`config.mk`:
```
export PLATFORM = sky130hd
export DESIGN_NAME = dmem_lsu_ctrl
export DESIGN_NICKNAME = d
export VERILOG_FILES = /design/src/rtl/dmem_lsu_ctrl.sv
export SDC_FILE = /design/constraint.sdc
export NUM_CORES = 1
export LEC_CHECK = 0
export CAP_MARGIN = 30
export CELL_PAD_IN_SITES_DETAIL_PLACEMENT = 1
export CELL_PAD_IN_SITES_GLOBAL_PLACEMENT = 2
export CORE_UTILIZATION = 23
export CTS_CLUSTER_DIAMETER = 150
export DETAILED_ROUTE_END_ITERATION = 10
export GPL_TIMING_DRIVEN = 0
export HOLD_SLACK_MARGIN = 0.02
export PLACE_DENSITY = 0.95
export SYNTH_ARGS = -nofsm -noshare
export SYNTH_HDL_FRONTEND = slang
export SYNTH_SLANG_ARGS = --single-unit
```
`constraint.sdc`:
```
create_clock -name clk -period 2.1 [get_ports clk]
set_input_delay 0.42 -clock clk [delete_from_list [all_inputs] [get_ports clk]]
set_output_delay 0.42 -clock clk [all_outputs]
set_load 0.05 [all_outputs]
```
`src/rtl/dmem_lsu_ctrl.sv`:
```
// Load/store unit between the execute stage and a word-organised, 1-cycle-latency data RAM.
// Optional macro LSU_BYTE_STROBE_EN: adds mem_be and writes sub-word stores directly, with no read-modify-write.
module dmem_lsu_ctrl #(
  parameter int WORD_AW = 10
) (
  input  logic               clk,
  input  logic               rstn,
  input  logic               req_valid,
  output logic               req_ready,
  input  logic               req_we,
  input  logic [2:0]         req_memop,
  input  logic [31:0]        req_addr,
  input  logic [31:0]        req_wdata,
  output logic               resp_valid,
  output logic [31:0]        resp_rdata,
  output logic               resp_err,
  output logic [WORD_AW-1:0] mem_addr,
  output logic               mem_re,
  input  logic [31:0]        mem_rdata,
  output logic               mem_we,
`ifdef LSU_BYTE_STROBE_EN
  output logic [3:0]         mem_be,
`endif
  output logic [31:0]        mem_wdata
);

  // state | meaning
  // IDLE  | ready for a request
  // RD    | RAM read issued (load, or first half of SB/SH read-modify-write)
  // WR    | RAM write issued, store completes
  // RSP   | load data returned, extended
  // ERR   | misaligned address or illegal memop, no RAM access
  typedef enum logic [2:0] {S_IDLE, S_RD, S_WR, S_RSP, S_ERR} state_t;

  state_t               r_state;
  state_t               w_next;
  logic                 r_we;
  logic [2:0]           r_memop;
  logic [WORD_AW+1:0]   r_addr;
  logic [31:0]          r_wdata;

  logic                 w_accept;
  logic                 w_legal;
  logic                 w_misaligned;
  logic                 w_store_direct;
  logic [4:0]           w_shift;
  logic [31:0]          w_lane;
  logic [31:0]          w_load;
  logic [31:0]          w_store;
  logic                 w_unused_addr;

  assign w_unused_addr = ^req_addr[31:WORD_AW+2];
  assign w_accept      = req_valid && (r_state == S_IDLE);

  always_comb begin
    w_legal = 1'b0;
    case (req_memop)
      3'b000, 3'b001, 3'b010: w_legal = 1'b1;
      3'b100, 3'b101:         w_legal = !req_we;
      default:                w_legal = 1'b0;
    endcase
  end

  assign w_misaligned = ((req_memop[1:0] == 2'b01) && req_addr[0]) ||
                        ((req_memop[1:0] == 2'b10) && (req_addr[1:0] != 2'b00));

`ifdef LSU_BYTE_STROBE_EN
  assign w_store_direct = 1'b1;
`else
  assign w_store_direct = (req_memop == 3'b010);
`endif

  always_ff @(posedge clk) begin
    if (!rstn) begin
      r_state <= S_IDLE;
      r_we    <= 1'b0;
      r_memop <= 3'b000;
      r_addr  <= '0;
      r_wdata <= '0;
    end else begin
      r_state <= w_next;
      if (w_accept) begin
        r_we    <= req_we;
        r_memop <= req_memop;
        r_addr  <= req_addr[WORD_AW+1:0];
        r_wdata <= req_wdata;
      end
    end
  end

  always_comb begin
    w_next = r_state;
    case (r_state)
      S_IDLE: begin
        if (req_valid) begin
          if (!w_legal || w_misaligned) w_next = S_ERR;
          else if (req_we && w_store_direct) w_next = S_WR;
          else w_next = S_RD;
        end
      end
      S_RD:    w_next = r_we ? S_WR : S_RSP;
      S_WR:    w_next = S_IDLE;
      S_RSP:   w_next = S_IDLE;
      S_ERR:   w_next = S_IDLE;
      default: w_next = S_IDLE;
    endcase
  end

  assign w_shift = {r_addr[1:0], 3'b000};
  assign w_lane  = mem_rdata >> w_shift;

  always_comb begin
    w_load = w_lane;
    case (r_memop)
      3'b000:  w_load = {{24{w_lane[7]}}, w_lane[7:0]};
      3'b001:  w_load = {{16{w_lane[15]}}, w_lane[15:0]};
      3'b100:  w_load = {24'h0, w_lane[7:0]};
      3'b101:  w_load = {16'h0, w_lane[15:0]};
      default: w_load = w_lane;
    endcase
  end

`ifdef LSU_BYTE_STROBE_EN
  logic [3:0] w_be;

  always_comb begin
    w_store = r_wdata;
    w_be    = 4'hF;
    case (r_memop[1:0])
      2'b00: begin
        w_store = {4{r_wdata[7:0]}};
        w_be    = 4'b0001 << r_addr[1:0];
      end
      2'b01: begin
        w_store = {2{r_wdata[15:0]}};
        w_be    = 4'b0011 << r_addr[1:0];
      end
      default: begin
        w_store = r_wdata;
        w_be    = 4'hF;
      end
    endcase
  end

  assign mem_be = (r_state == S_WR) ? w_be : 4'h0;
`else
  logic [31:0] w_mask;

  // SW has a full mask, so the stale mem_rdata never reaches the RAM.
  always_comb begin
    case (r_memop[1:0])
      2'b00:   w_mask = 32'h0000_00FF << w_shift;
      2'b01:   w_mask = 32'h0000_FFFF << w_shift;
      default: w_mask = 32'hFFFF_FFFF;
    endcase
  end

  assign w_store = (mem_rdata & ~w_mask) | ((r_wdata << w_shift) & w_mask);
`endif

  assign mem_addr = r_addr[WORD_AW+1:2];

  always_comb begin
    req_ready  = 1'b0;
    resp_valid = 1'b0;
    resp_err   = 1'b0;
    resp_rdata = '0;
    mem_re     = 1'b0;
    mem_we     = 1'b0;
    mem_wdata  = '0;
    case (r_state)
      S_IDLE: req_ready = 1'b1;
      S_RD:   mem_re = 1'b1;
      S_WR: begin
        mem_we     = 1'b1;
        mem_wdata  = w_store;
        resp_valid = 1'b1;
      end
      S_RSP: begin
        resp_valid = 1'b1;
        resp_rdata = w_load;
      end
      S_ERR: begin
        resp_valid = 1'b1;
        resp_err   = 1'b1;
      end
      default: ;
    endcase
  end

endmodule

```
== Yosys cells after proc, flatten, opt, wreduce, memory -nomap -nowiden ==
Index checks and enable logic that the tools add are counted.
Widths: inputs -> output; s select.

* Word-level logic and storage cells: 59
* Output and inout bits: 79
* Register bits after elaboration: 51

* Reduce and logical (&&, ||, !) cells: 16
* Shift operators: 4
* Bitwise operators: 4
* Equality and inequality tests: 15
* Multiplexer cells: 15

{| class="wikitable"
|+ Operator list
! operator !! number
|-
| $pmux 32 s4 || 1
|-
| $and 32x32->32 || 2
|-
| $mux 32 || 2
|-
| $pmux 32 s2 || 1
|-
| $not 32->32 || 1
|-
| $or 32x32->32 || 1
|-
| $shl 16x5->32 const A || 1
|-
| $shl 32x5->32 || 1
|-
| $shl 8x5->32 const A || 1
|-
| $shr 32x5->32 || 1
|-
| $eq 3x3->1 const B || 5
|-
| $eq 3x1->1 const B || 3
|-
| $eq 3x2->1 const B || 3
|-
| $logic_not 3->1 || 3
|-
| $mux 1 || 6
|-
| $mux 3 || 2
|-
| $pmux 3 s2 || 1
|-
| $reduce_or 3->1 || 2
|-
| $eq 2x1->1 const B || 2
|-
| $logic_and 1x1->1 || 4
|-
| $eq 2x2->1 const B || 1
|-
| $logic_not 1->1 || 2
|-
| $logic_not 2->1 || 1
|-
| $logic_or 1x1->1 || 2
|-
| other kinds (5) || 5
|}

== Depth between registers and ports, before layout ==
Gate-level depths: netlist of the first run.

* Depth in word-level cells: 8
* Gate-level depth with buffers: 7
* Gate-level depth less buffers: 5

== Least setup slack after synthesis of the first run ==
Ideal clock, no wire load.

* Path type: flip-flop to output port
* Start point: register r_addr[1]
* End point: output resp_rdata[5]
* Data required time: 1.680 ns
* Arrival: 2.186 ns
* Stages on the path, launching flop included: 6
* Path slack: -0.506 ns
* Cell sequence: dfxtp_1 -> buf_4 -> buf_2 -> buf_2 -> a211oi_1 -> a211oi_1

* Word-level cells in the longest chain between the ends: 3

{| class="wikitable"
|+ RTL lines
! element !! RTL line !! text
|-
| start: declaration || 39 || <nowiki>logic [WORD_AW+1:0] r_addr;</nowiki>
|-
| start signal: assignment || 85 || <nowiki>r_addr <= req_addr[WORD_AW+1:0];</nowiki>
|-
| $shr 32x5->32 || 110 || <nowiki>assign w_lane = mem_rdata >> w_shift;</nowiki>
|-
| $pmux 32 s4 || 114 || <nowiki>case (r_memop)</nowiki>
|-
| $mux 32 || 171 || <nowiki>case (r_state)</nowiki>
|-
| end: declaration || 15 || <nowiki>output logic [31:0] resp_rdata,</nowiki>
|}

No other way between the ends.

== Worst setup path in the final report of the first run ==
* Start point: register r_addr[0]
* End point: output mem_wdata[30]

* Word-level cells in the longest chain between the ends: 6

{| class="wikitable"
|+ RTL lines
! element !! RTL line !! text
|-
| $shl 16x5->32 / $shl 8x5->32 (equally long branches) || 153, 152 ||
|-
| $pmux 32 s2 || 151 || <nowiki>case (r_memop[1:0])</nowiki>
|-
| $not 32->32 || 158 || <nowiki>assign w_store = (mem_rdata & ~w_mask) | ((r_wdata << w_shift) & w_mask);</nowiki>
|-
| $and 32x32->32 || 158 ||
|-
| $or 32x32->32 (*) || 158 ||
|-
| $mux 32 (*) || 171 ||
|-
| end: declaration || 24 || <nowiki>output logic [31:0] mem_wdata</nowiki>
|}

Mark *: on every way between the ends. The rest lies on a longest branch, timed or not.

==> results of run 1 <==
==> cells in the mapped netlist (2+ instances only) <==
master                     count  area (µm²)
sky130_fd_sc_hd__o41ai_1       9        78.8
sky130_fd_sc_hd__inv_1         2        7.51
sky130_fd_sc_hd__a211oi_1     14         105
sky130_fd_sc_hd__dfxtp_1      51        1020
sky130_fd_sc_hd__nand2_1     114         428
sky130_fd_sc_hd__nor3_1       13        65.1
sky130_fd_sc_hd__and3b_1       2        17.5
sky130_fd_sc_hd__nor2_1        8        30.0
sky130_fd_sc_hd__buf_4        15         113
sky130_fd_sc_hd__nand3b_1     17         128
sky130_fd_sc_hd__a21oi_1      24         120
sky130_fd_sc_hd__o21ai_1       5        25.0
sky130_fd_sc_hd__clkinv_1      2        7.51
sky130_fd_sc_hd__nor2b_1      11        68.8
sky130_fd_sc_hd__buf_2        18        90.1
sky130_fd_sc_hd__o21ai_0       6        30.0
sky130_fd_sc_hd__o211ai_1      8        60.1
sky130_fd_sc_hd__or3_1         2        12.5
sky130_fd_sc_hd__buf_1         3        11.3
sky130_fd_sc_hd__a221oi_1      9        78.8
sky130_fd_sc_hd__a21boi_0     28         210
sky130_fd_sc_hd__a22oi_1       8        60.1
sky130_fd_sc_hd__or2_2         4        25.0
sky130_fd_sc_hd__o22ai_1      15        93.8
sky130_fd_sc_hd__mux2_2       34         383
sky130_fd_sc_hd__buf_6         8        90.1
sky130_fd_sc_hd__a21boi_1     20         150
sky130_fd_sc_hd__nand3_1       9        45.0
sky130_fd_sc_hd__mux2i_1      15         150
sky130_fd_sc_hd__clkbuf_1     16        60.1
==> path summary, 6_finish.rpt <==
| path | from | to | cells after the start |
|---|---|---|---|
| worst min-delay path | r_addr[7] | r_addr[7] | 2 |
| worst max register to register | r_state[1] | r_memop[0] | 7 |
| worst min register to register | r_addr[7] | r_addr[7] | 2 |
| worst max-delay path | r_addr[0] | mem_wdata[30] | 7 |
==> per-stage QoR <==
step | instance area, µm² | instances | setup slack [ns] | setup TNS (ns)
floorplan | 4360 | 507 | -0.424 | -5.54
global placement | 6240 | 888 | -1.26 | -54.35
detailed placement | 6240 | 888 | -1.29 | -57.19
CTS | 7720 | 931 | -0.284 | -8.38
global route | 8070 | 938 | -0.306 | -13.75
finish | 8070 | 938 | -0.258 | -11.41
==> state kept, by name, indices dropped and copies added, names as in the netlist <==
register and flops:
r_state 3, r_wdata 32, r_memop 3, r_we 1, r_addr 12
==> routing by layer <==
layer	GRT usage (%)	wire (µm)	share of wire, %
met4	11.9	834	3.7
met1	26.8	8990	40
met2	41.4	11300	51
met5	0	0	0
met3	4.57	1170	5.2
==> worst max-delay path, stage by stage (launching register included) <==
cell                      delay [ns]
sky130_fd_sc_hd__dfxtp_2        0.33
sky130_fd_sc_hd__buf_6          0.13
sky130_fd_sc_hd__buf_6          0.12
sky130_fd_sc_hd__buf_6          0.10
sky130_fd_sc_hd__o21a_4         0.20
sky130_fd_sc_hd__or2_4          0.35
sky130_fd_sc_hd__o22ai_2        0.21
sky130_fd_sc_hd__buf_6          0.20
==> where the power goes <==
group          internal, mW  switching, mW  total, mW
sequential             1.04         0.0829       1.12
clock                 0.566          0.378      0.945
combinational         0.776          0.865       1.64
total                  2.38           1.33       3.71
==> timing repair <==
action | in CTS | in global routing
gates cloned | 5 | 2
pin swaps | 31 | 34
endpoints found under the hold margin | 0 | 0
setup endpoints to repair | 69 | 67
resized for setup | 659 | 78
setup buffers | 36 | 11
==> cell type report <==
| cell class | count | area [µm²] | share of cell area (%) |
|---|---|---|---|
| clock buffer | 5 | 125 | 1.55 |
| multi-input combinational | 392 | 3700 | 45.9 |
| clock inverter | 3 | 46.3 | 0.574 |
| sequential | 51 | 1030 | 12.8 |
| timing repair buffer | 213 | 2350 | 29.1 |
| buffer | 50 | 505 | 6.26 |
| tap | 220 | 275 | 3.41 |
| inverter | 4 | 36.3 | 0.450 |
==> logic make-up (layout without fill, tap and decap cells) <==
kind of cell	after synthesis	in the layout	share of synthesized area (%)
multiplexers	49	49	13.4
buffers and inverters	64	275	9.55
XOR/XNOR	1	1	0.221
AND/OR/NAND/NOR	189	189	23.4
flip-flops	51	51	25.7
AO/OA/AOI/OAI	153	153	27.6
==> impl_results.html, run 1 <==
<table>
<tr><th>Metric</th><th>Value</th></tr>
<tr><th colspan="2">Final layout</th></tr>
<tr><td>Commonest non-fill, non-tap cells in the layout</td><td>sky130_fd_sc_hd__nand2_1 (106), sky130_fd_sc_hd__clkdlybuf4s50_1 (85), sky130_fd_sc_hd__buf_6 (82)</td></tr>
<tr><td>Leading cell type in the layout, fill and taps excluded</td><td>sky130_fd_sc_hd__nand2_1</td></tr>
<tr><td>Layout overhead on the synthesized area</td><td>103%</td></tr>
<tr><td>Layout Nets</td><td>820</td></tr>
<tr><td>Share of post-route cells with drive strength above 1</td><td>50.0%</td></tr>
<tr><td>Fillers</td><td>1,826</td></tr>
<tr><td>Inserted Diodes</td><td>0</td></tr>
<tr><td>Layout Utilization</td><td>48.3%</td></tr>
<tr><th colspan="2">Route</th></tr>
<tr><td>First DRT Iteration DRCs</td><td>240</td></tr>
<tr><td>Final wirelength</td><td>22,300 µm</td></tr>
<tr><td>Detail-routed net length per standard cell</td><td>23.7 µm</td></tr>
<tr><td>Via count</td><td>4,926</td></tr>
<tr><td>Number of nets with antenna violations after detailed routing</td><td>0</td></tr>
<tr><td>Average vias per placed instance</td><td>5.25</td></tr>
<tr><td>First-pass DRT Iterations</td><td>4</td></tr>
<tr><td>DR DRC count</td><td>0</td></tr>
<tr><th colspan="2">Floorplan</th></tr>
<tr><td>I/O pin count</td><td>182</td></tr>
<tr><td>Initial standard-cell utilization of the core</td><td>23.8%</td></tr>
<tr><td>Core area</td><td>16,700 µm²</td></tr>
<tr><td>Number of standard-cell rows in the floorplan</td><td>47</td></tr>
<tr><td>Horizontal extent of the die</td><td>133 µm</td></tr>
<tr><td>DIE HEIGHT</td><td>133 µm</td></tr>
<tr><td>Die footprint</td><td>17,800 µm²</td></tr>
<tr><th colspan="2">Setup path</th></tr>
<tr><td>Required @ worst endpoint</td><td>1.68 ns</td></tr>
<tr><td>Worst setup EP type</td><td>primary output</td></tr>
<tr><td>Data arrival, critical path</td><td>1.94 ns</td></tr>
<tr><td>Setup CP Type</td><td>reg2out</td></tr>
<tr><td>Reg-to-reg setup timing slack</td><td>0.14 ns</td></tr>
<tr><td>Top fanout value on the critical path</td><td>8</td></tr>
<tr><td>CP startpoint kind</td><td>register</td></tr>
<tr><th colspan="2">Synth</th></tr>
<tr><td>EDFF count, synth</td><td>0</td></tr>
<tr><td>Synthesized net count</td><td>610</td></tr>
<tr><td>Cell area after synthesis</td><td>3970 µm²</td></tr>
<tr><td>Count of cell types in the netlist</td><td>47</td></tr>
<tr><td>Post-Synthesis Cells</td><td>507</td></tr>
<tr><td>Synth async-reset ratio</td><td>0%</td></tr>
<tr><td>Average instance area after synthesis</td><td>7.83 µm²</td></tr>
<tr><td>Post-synthesis register bit count</td><td>51</td></tr>
<tr><td>Most used flip-flop cell after synthesis</td><td>sky130_fd_sc_hd__dfxtp_1</td></tr>
<tr><td>Sequential-to-total area share from yosys stat</td><td>25.7%</td></tr>
<tr><td>Warnings, synthesis</td><td>0</td></tr>
<tr><th colspan="2">Clock network</th></tr>
<tr><td>Root Driver</td><td>sky130_fd_sc_hd__clkbuf_16</td></tr>
<tr><td>Later-pin clock latency in the skew report</td><td>0.30 ns</td></tr>
<tr><td>Max clock buf depth</td><td>2</td></tr>
<tr><td>Total clock sinks</td><td>51</td></tr>
<tr><td>Clock-pin slew on the worst setup and hold paths</td><td>0.07 ns</td></tr>
<tr><td>Number of buffers created by CTS</td><td>5</td></tr>
<tr><td>Level count of the clock H-tree</td><td>2</td></tr>
<tr><td>CTS tree</td><td>built</td></tr>
<tr><td>Cts-stage hold buffer count</td><td>0</td></tr>
<tr><th colspan="2">GRT</th></tr>
<tr><td>Overflow left after global routing</td><td>0</td></tr>
<tr><td>Global-route wire length before repair</td><td>31,700 µm</td></tr>
<tr><td>Number of global-route vias before repair</td><td>5,423</td></tr>
<tr><td>Initial antenna violation count</td><td>0</td></tr>
<tr><td>Gr usage total</td><td>23.5%</td></tr>
<tr><td>Pin count of the biggest net entering global routing</td><td>18</td></tr>
<tr><th colspan="2">Place</th></tr>
<tr><td>HPWL after detailed placement</td><td>14,700 µm</td></tr>
<tr><td>Placer congestion estimate</td><td>0.877</td></tr>
<tr><td># port buffers</td><td>161</td></tr>
<tr><th colspan="2">Job</th></tr>
<tr><td>Max-Cap Viols</td><td>0</td></tr>
<tr><th colspan="2">Power and ir drop</th></tr>
<tr><td>Peak VDD IR</td><td>0.313 mV</td></tr>
<tr><td>Power density normalized to cell area</td><td>459 nW/µm²</td></tr>
<tr><td>Static Leak</td><td>3.02 nW</td></tr>
<tr><td>Total Power Consumption</td><td>3.71 mW</td></tr>
<tr><th colspan="2">STA</th></tr>
<tr><td>Final period utilization</td><td>112%</td></tr>
<tr><td>Pin slew with the least headroom to its limit</td><td>0.645 ns</td></tr>
<tr><td>Hold WS</td><td>0.464 ns</td></tr>
<tr><td>Hold violation count in the final report</td><td>0</td></tr>
<tr><td>Setup repair after global routing missed its margin</td><td>yes</td></tr>
<tr><td>Number of setup violations in the final report</td><td>63</td></tr>
<tr><td>Worst max-slew margin expressed relative to the limit</td><td>56.4%</td></tr>
<tr><td>Max Clock Freq</td><td>424 MHz</td></tr>
<tr><td>Post-layout minimum cycle time</td><td>2.36 ns</td></tr>
<tr><td>Slew Limit Fails</td><td>0</td></tr>
<tr><td>Fin Clk Skew</td><td>0.00394 ns</td></tr>
<tr><td>Post-layout worst setup margin</td><td>-0.258 ns</td></tr>
<tr><th colspan="2">Run status</th></tr>
<tr><td>Failing checks</td><td>negative setup slack</td></tr>
<tr><td>Run status</td><td>complete, but fails checks</td></tr>
<tr><th colspan="2">Min path</th></tr>
<tr><td>Worst hold path class</td><td>reg2reg</td></tr>
</table>
Power figures use the tool's default switching activity.
==> inputs of run 2 (changes only) <==
==> constraint.sdc (replaced) <==
create_clock -name clk -period 2.1 [get_ports clk]
set_input_delay 0.21 -clock clk [delete_from_list [all_inputs] [get_ports clk]]
set_output_delay 0.21 -clock clk [all_outputs]
set_load 0.05 [all_outputs]
==> impl_results.html, run 2 (same netlist as run 1, synthesis figures left out) <==
<table>
<tr><th>Metric</th><th>Value</th></tr>
<tr><th colspan="2">GRT</th></tr>
<tr><td>Overflow left after global routing</td><td>0</td></tr>
<tr><td>Number of global-route vias before repair</td><td>4,960</td></tr>
<tr><td>Pin count of the biggest net entering global routing</td><td>16</td></tr>
<tr><td>Global-route wire length before repair</td><td>29,300 µm</td></tr>
<tr><td>Gr usage total</td><td>21.4%</td></tr>
<tr><td>Initial antenna violation count</td><td>0</td></tr>
<tr><th colspan="2">Job</th></tr>
<tr><td>Max-Cap Viols</td><td>0</td></tr>
<tr><th colspan="2">Power and ir drop</th></tr>
<tr><td>Portion of total power attributed to the clock network</td><td>24.3%</td></tr>
<tr><td>Power density normalized to cell area</td><td>467 nW/µm²</td></tr>
<tr><td>Net switching power figure</td><td>1.19 mW</td></tr>
<tr><td>Static Leak</td><td>2.69 nW</td></tr>
<tr><td>Flop pwr share</td><td>33.5%</td></tr>
<tr><td>Cell internal power dissipation</td><td>2.12 mW</td></tr>
<tr><td>Total Power Consumption</td><td>3.32 mW</td></tr>
<tr><td>Logic gate share of total power</td><td>42.2%</td></tr>
<tr><td>Peak VDD IR</td><td>0.260 mV</td></tr>
<tr><td>Net switching fraction of the power</td><td>36.0%</td></tr>
<tr><th colspan="2">Clock network</th></tr>
<tr><td>CTS tree</td><td>built</td></tr>
<tr><td>Number of buffers created by CTS</td><td>5</td></tr>
<tr><td>Clock-pin slew on the worst setup and hold paths</td><td>0.07 ns</td></tr>
<tr><td>Root Driver</td><td>sky130_fd_sc_hd__clkbuf_16</td></tr>
<tr><td>Level count of the clock H-tree</td><td>2</td></tr>
<tr><td>Total clock sinks</td><td>51</td></tr>
<tr><td>Max clock buf depth</td><td>2</td></tr>
<tr><td>Later-pin clock latency in the skew report</td><td>0.30 ns</td></tr>
<tr><td>Cts-stage hold buffer count</td><td>0</td></tr>
<tr><th colspan="2">Route</th></tr>
<tr><td>First-pass DRT Iterations</td><td>4</td></tr>
<tr><td>Average vias per placed instance</td><td>5.09</td></tr>
<tr><td>Detail-routed net length per standard cell</td><td>21.7 µm</td></tr>
<tr><td>DR DRC count</td><td>0</td></tr>
<tr><td>Final wirelength</td><td>19,900 µm</td></tr>
<tr><td>Via count</td><td>4,680</td></tr>
<tr><td>Number of nets with antenna violations after detailed routing</td><td>0</td></tr>
<tr><td>First DRT Iteration DRCs</td><td>244</td></tr>
<tr><th colspan="2">Setup path</th></tr>
<tr><td>Critical path's most frequent cell</td><td>sky130_fd_sc_hd__buf_6</td></tr>
<tr><td>Data arrival, critical path</td><td>1.94 ns</td></tr>
<tr><td>Worst Reg-to-Reg Cells</td><td>7</td></tr>
<tr><td>Critical Path Max Stage Delay</td><td>0.49 ns</td></tr>
<tr><td>Worst path cell trace</td><td>buf_6 &gt; and3b_1 &gt; buf_6 &gt; or3_4 &gt; a21oi_4 &gt; buf_6</td></tr>
<tr><td>Top fanout value on the critical path</td><td>8</td></tr>
<tr><td>Worst setup EP type</td><td>primary output</td></tr>
<tr><td>Required @ worst endpoint</td><td>1.89 ns</td></tr>
<tr><td>CP startpoint kind</td><td>register</td></tr>
<tr><td>Critical path's slowest cell</td><td>sky130_fd_sc_hd__or3_4</td></tr>
<tr><td>Setup CP Type</td><td>reg2out</td></tr>
<tr><th colspan="2">Final layout</th></tr>
<tr><td>Fin cells</td><td>919</td></tr>
<tr><td>Layout Nets</td><td>801</td></tr>
<tr><td>Share of post-route cells with drive strength above 1</td><td>42.5%</td></tr>
<tr><td>Leading cell type in the layout, fill and taps excluded</td><td>sky130_fd_sc_hd__nand2_1</td></tr>
<tr><td>Final std cell area, no fill</td><td>7110 µm²</td></tr>
<tr><td>Inserted Diodes</td><td>0</td></tr>
<tr><td>Layout Utilization</td><td>42.6%</td></tr>
<tr><td>Layout overhead on the synthesized area</td><td>79.1%</td></tr>
<tr><td>Fillers</td><td>1,938</td></tr>
<tr><td>Top register by number of flip-flops</td><td>r_wdata</td></tr>
<tr><td>Commonest non-fill, non-tap cells in the layout</td><td>sky130_fd_sc_hd__nand2_1 (113), sky130_fd_sc_hd__clkdlybuf4s50_1 (90), sky130_fd_sc_hd__buf_6 (49), sky130_fd_sc_hd__buf_4 (49), sky130_fd_sc_hd__dfxtp_1 (45)</td></tr>
<tr><td>Number of flip-flops under the largest register name</td><td>32</td></tr>
<tr><td>Largest registers</td><td>r_wdata (32), r_addr (12)</td></tr>
<tr><th colspan="2">Floorplan</th></tr>
<tr><td>DIE HEIGHT</td><td>133 µm</td></tr>
<tr><td>Die footprint</td><td>17,800 µm²</td></tr>
<tr><td>Horizontal extent of the die</td><td>133 µm</td></tr>
<tr><td>Number of standard-cell rows in the floorplan</td><td>47</td></tr>
<tr><td>Core area</td><td>16,700 µm²</td></tr>
<tr><td>Initial standard-cell utilization of the core</td><td>23.8%</td></tr>
<tr><td>I/O pin count</td><td>182</td></tr>
<tr><th colspan="2">Place</th></tr>
<tr><td>Total placed instance area</td><td>6020 µm²</td></tr>
<tr><td>HPWL after detailed placement</td><td>14,900 µm</td></tr>
<tr><td># port buffers</td><td>161</td></tr>
<tr><td>Number of placed cells counting well taps</td><td>888</td></tr>
<tr><td>Placer congestion estimate</td><td>0.880</td></tr>
<tr><td>Worst slack after detailed placement</td><td>-0.918 ns</td></tr>
<tr><th colspan="2">STA</th></tr>
<tr><td>Final period utilization</td><td>102%</td></tr>
<tr><td>Pin slew with the least headroom to its limit</td><td>0.578 ns</td></tr>
<tr><td>Post-layout minimum cycle time</td><td>2.15 ns</td></tr>
<tr><td>Setup repair after global routing missed its margin</td><td>yes</td></tr>
<tr><td>Hold violation count in the final report</td><td>0</td></tr>
<tr><td>Slew Limit Fails</td><td>0</td></tr>
<tr><td>Post-layout worst setup margin</td><td>-0.0499 ns</td></tr>
<tr><td>Fin Clk Skew</td><td>0.00520 ns</td></tr>
<tr><td>Number of setup violations in the final report</td><td>13</td></tr>
<tr><td>Max Clock Freq</td><td>465 MHz</td></tr>
<tr><td>Worst max-slew margin expressed relative to the limit</td><td>60.9%</td></tr>
<tr><th colspan="2">Run status</th></tr>
<tr><td>Run status</td><td>complete, but fails checks</td></tr>
<tr><td>Failing checks</td><td>negative setup slack</td></tr>
<tr><th colspan="2">Min path</th></tr>
<tr><td>Number of instances on the worst hold path</td><td>2</td></tr>
<tr><td>Worst hold path class</td><td>reg2reg</td></tr>
</table>
==> run 2: per-layer routing <==
| layer | GRT usage [%] | share of wire, % | wire (µm) |
|---|---|---|---|
| met3 | 2.66 | 4.4 | 877 |
| met2 | 37.6 | 50 | 10000 |
| met5 | 0 | 0 | 0 |
| met1 | 27.1 | 43 | 8590 |
| met4 | 6.38 | 2.1 | 420 |
==> run 2: final cells by class <==
cell class                 instances  area [µm²]  area share [%]
clock inverter                     3        15.0           0.211
multi-input combinational        392        3270            45.9
clock buffer                       5         125            1.76
sequential                        51        1030            14.5
buffer                            52         467            6.56
inverter                           4        22.5           0.317
tap                              220         275            3.87
timing repair buffer             192        1910            26.8
==> run 2: worst max-delay path, delay by kind of cell, from the launching register on <==
kind | cells | cell delay, ns
buffers and inverters | 3 | 0.43
AOI/OAI and AO/OA | 1 | 0.20
and+or+nand+nor | 2 | 0.67
DFF | 1 | 0.33
==> run 2: final timing paths <==
| check | to | slack, ns | start |
|---|---|---|---|
| max | mem_wdata[23] | -0.05 | r_addr[0] |
| min | r_wdata[28] | 0.45 | r_wdata[28] |
| max reg2reg | r_addr[8] | 0.17 | r_state[0] |
| min reg2reg | r_wdata[28] | 0.45 | r_wdata[28] |
==> run 2: repair_timing <==
item / 4_1_cts / 5_1_grt
gates resized for setup: 512 / 103
pin swaps: 12 / 13
buffers inserted: 13 / 14
cloned: 2 / 2
setup endpoints to repair: 68 / 62
==> run 2: metrics by stage <==
| stage | TNS (ns) | hold WS (ns) |
|---|---|---|
| 5_1_grt | -1.32 | 0.466 |
| 3_3_place_gp | -37.52 | 0.440 |
| 3_5_place_dp | -39.90 | 0.446 |
| 4_1_cts | -0.540 | 0.456 |
| 6_report | -0.324 | 0.453 |
| 2_1_floorplan | -2.15 | 0.345 |
==> run 2: power by group through the flow <==
stage	sequential, mW	clock, mW	combinational (mW)
after global routing	1.12	0.856	1.47
after floorplan	1.09	0	0.667
after global placement	1.12	0	1.06
final	1.11	0.806	1.40
after detailed placement	1.12	0	1.09
after CTS	1.11	0.815	1.27
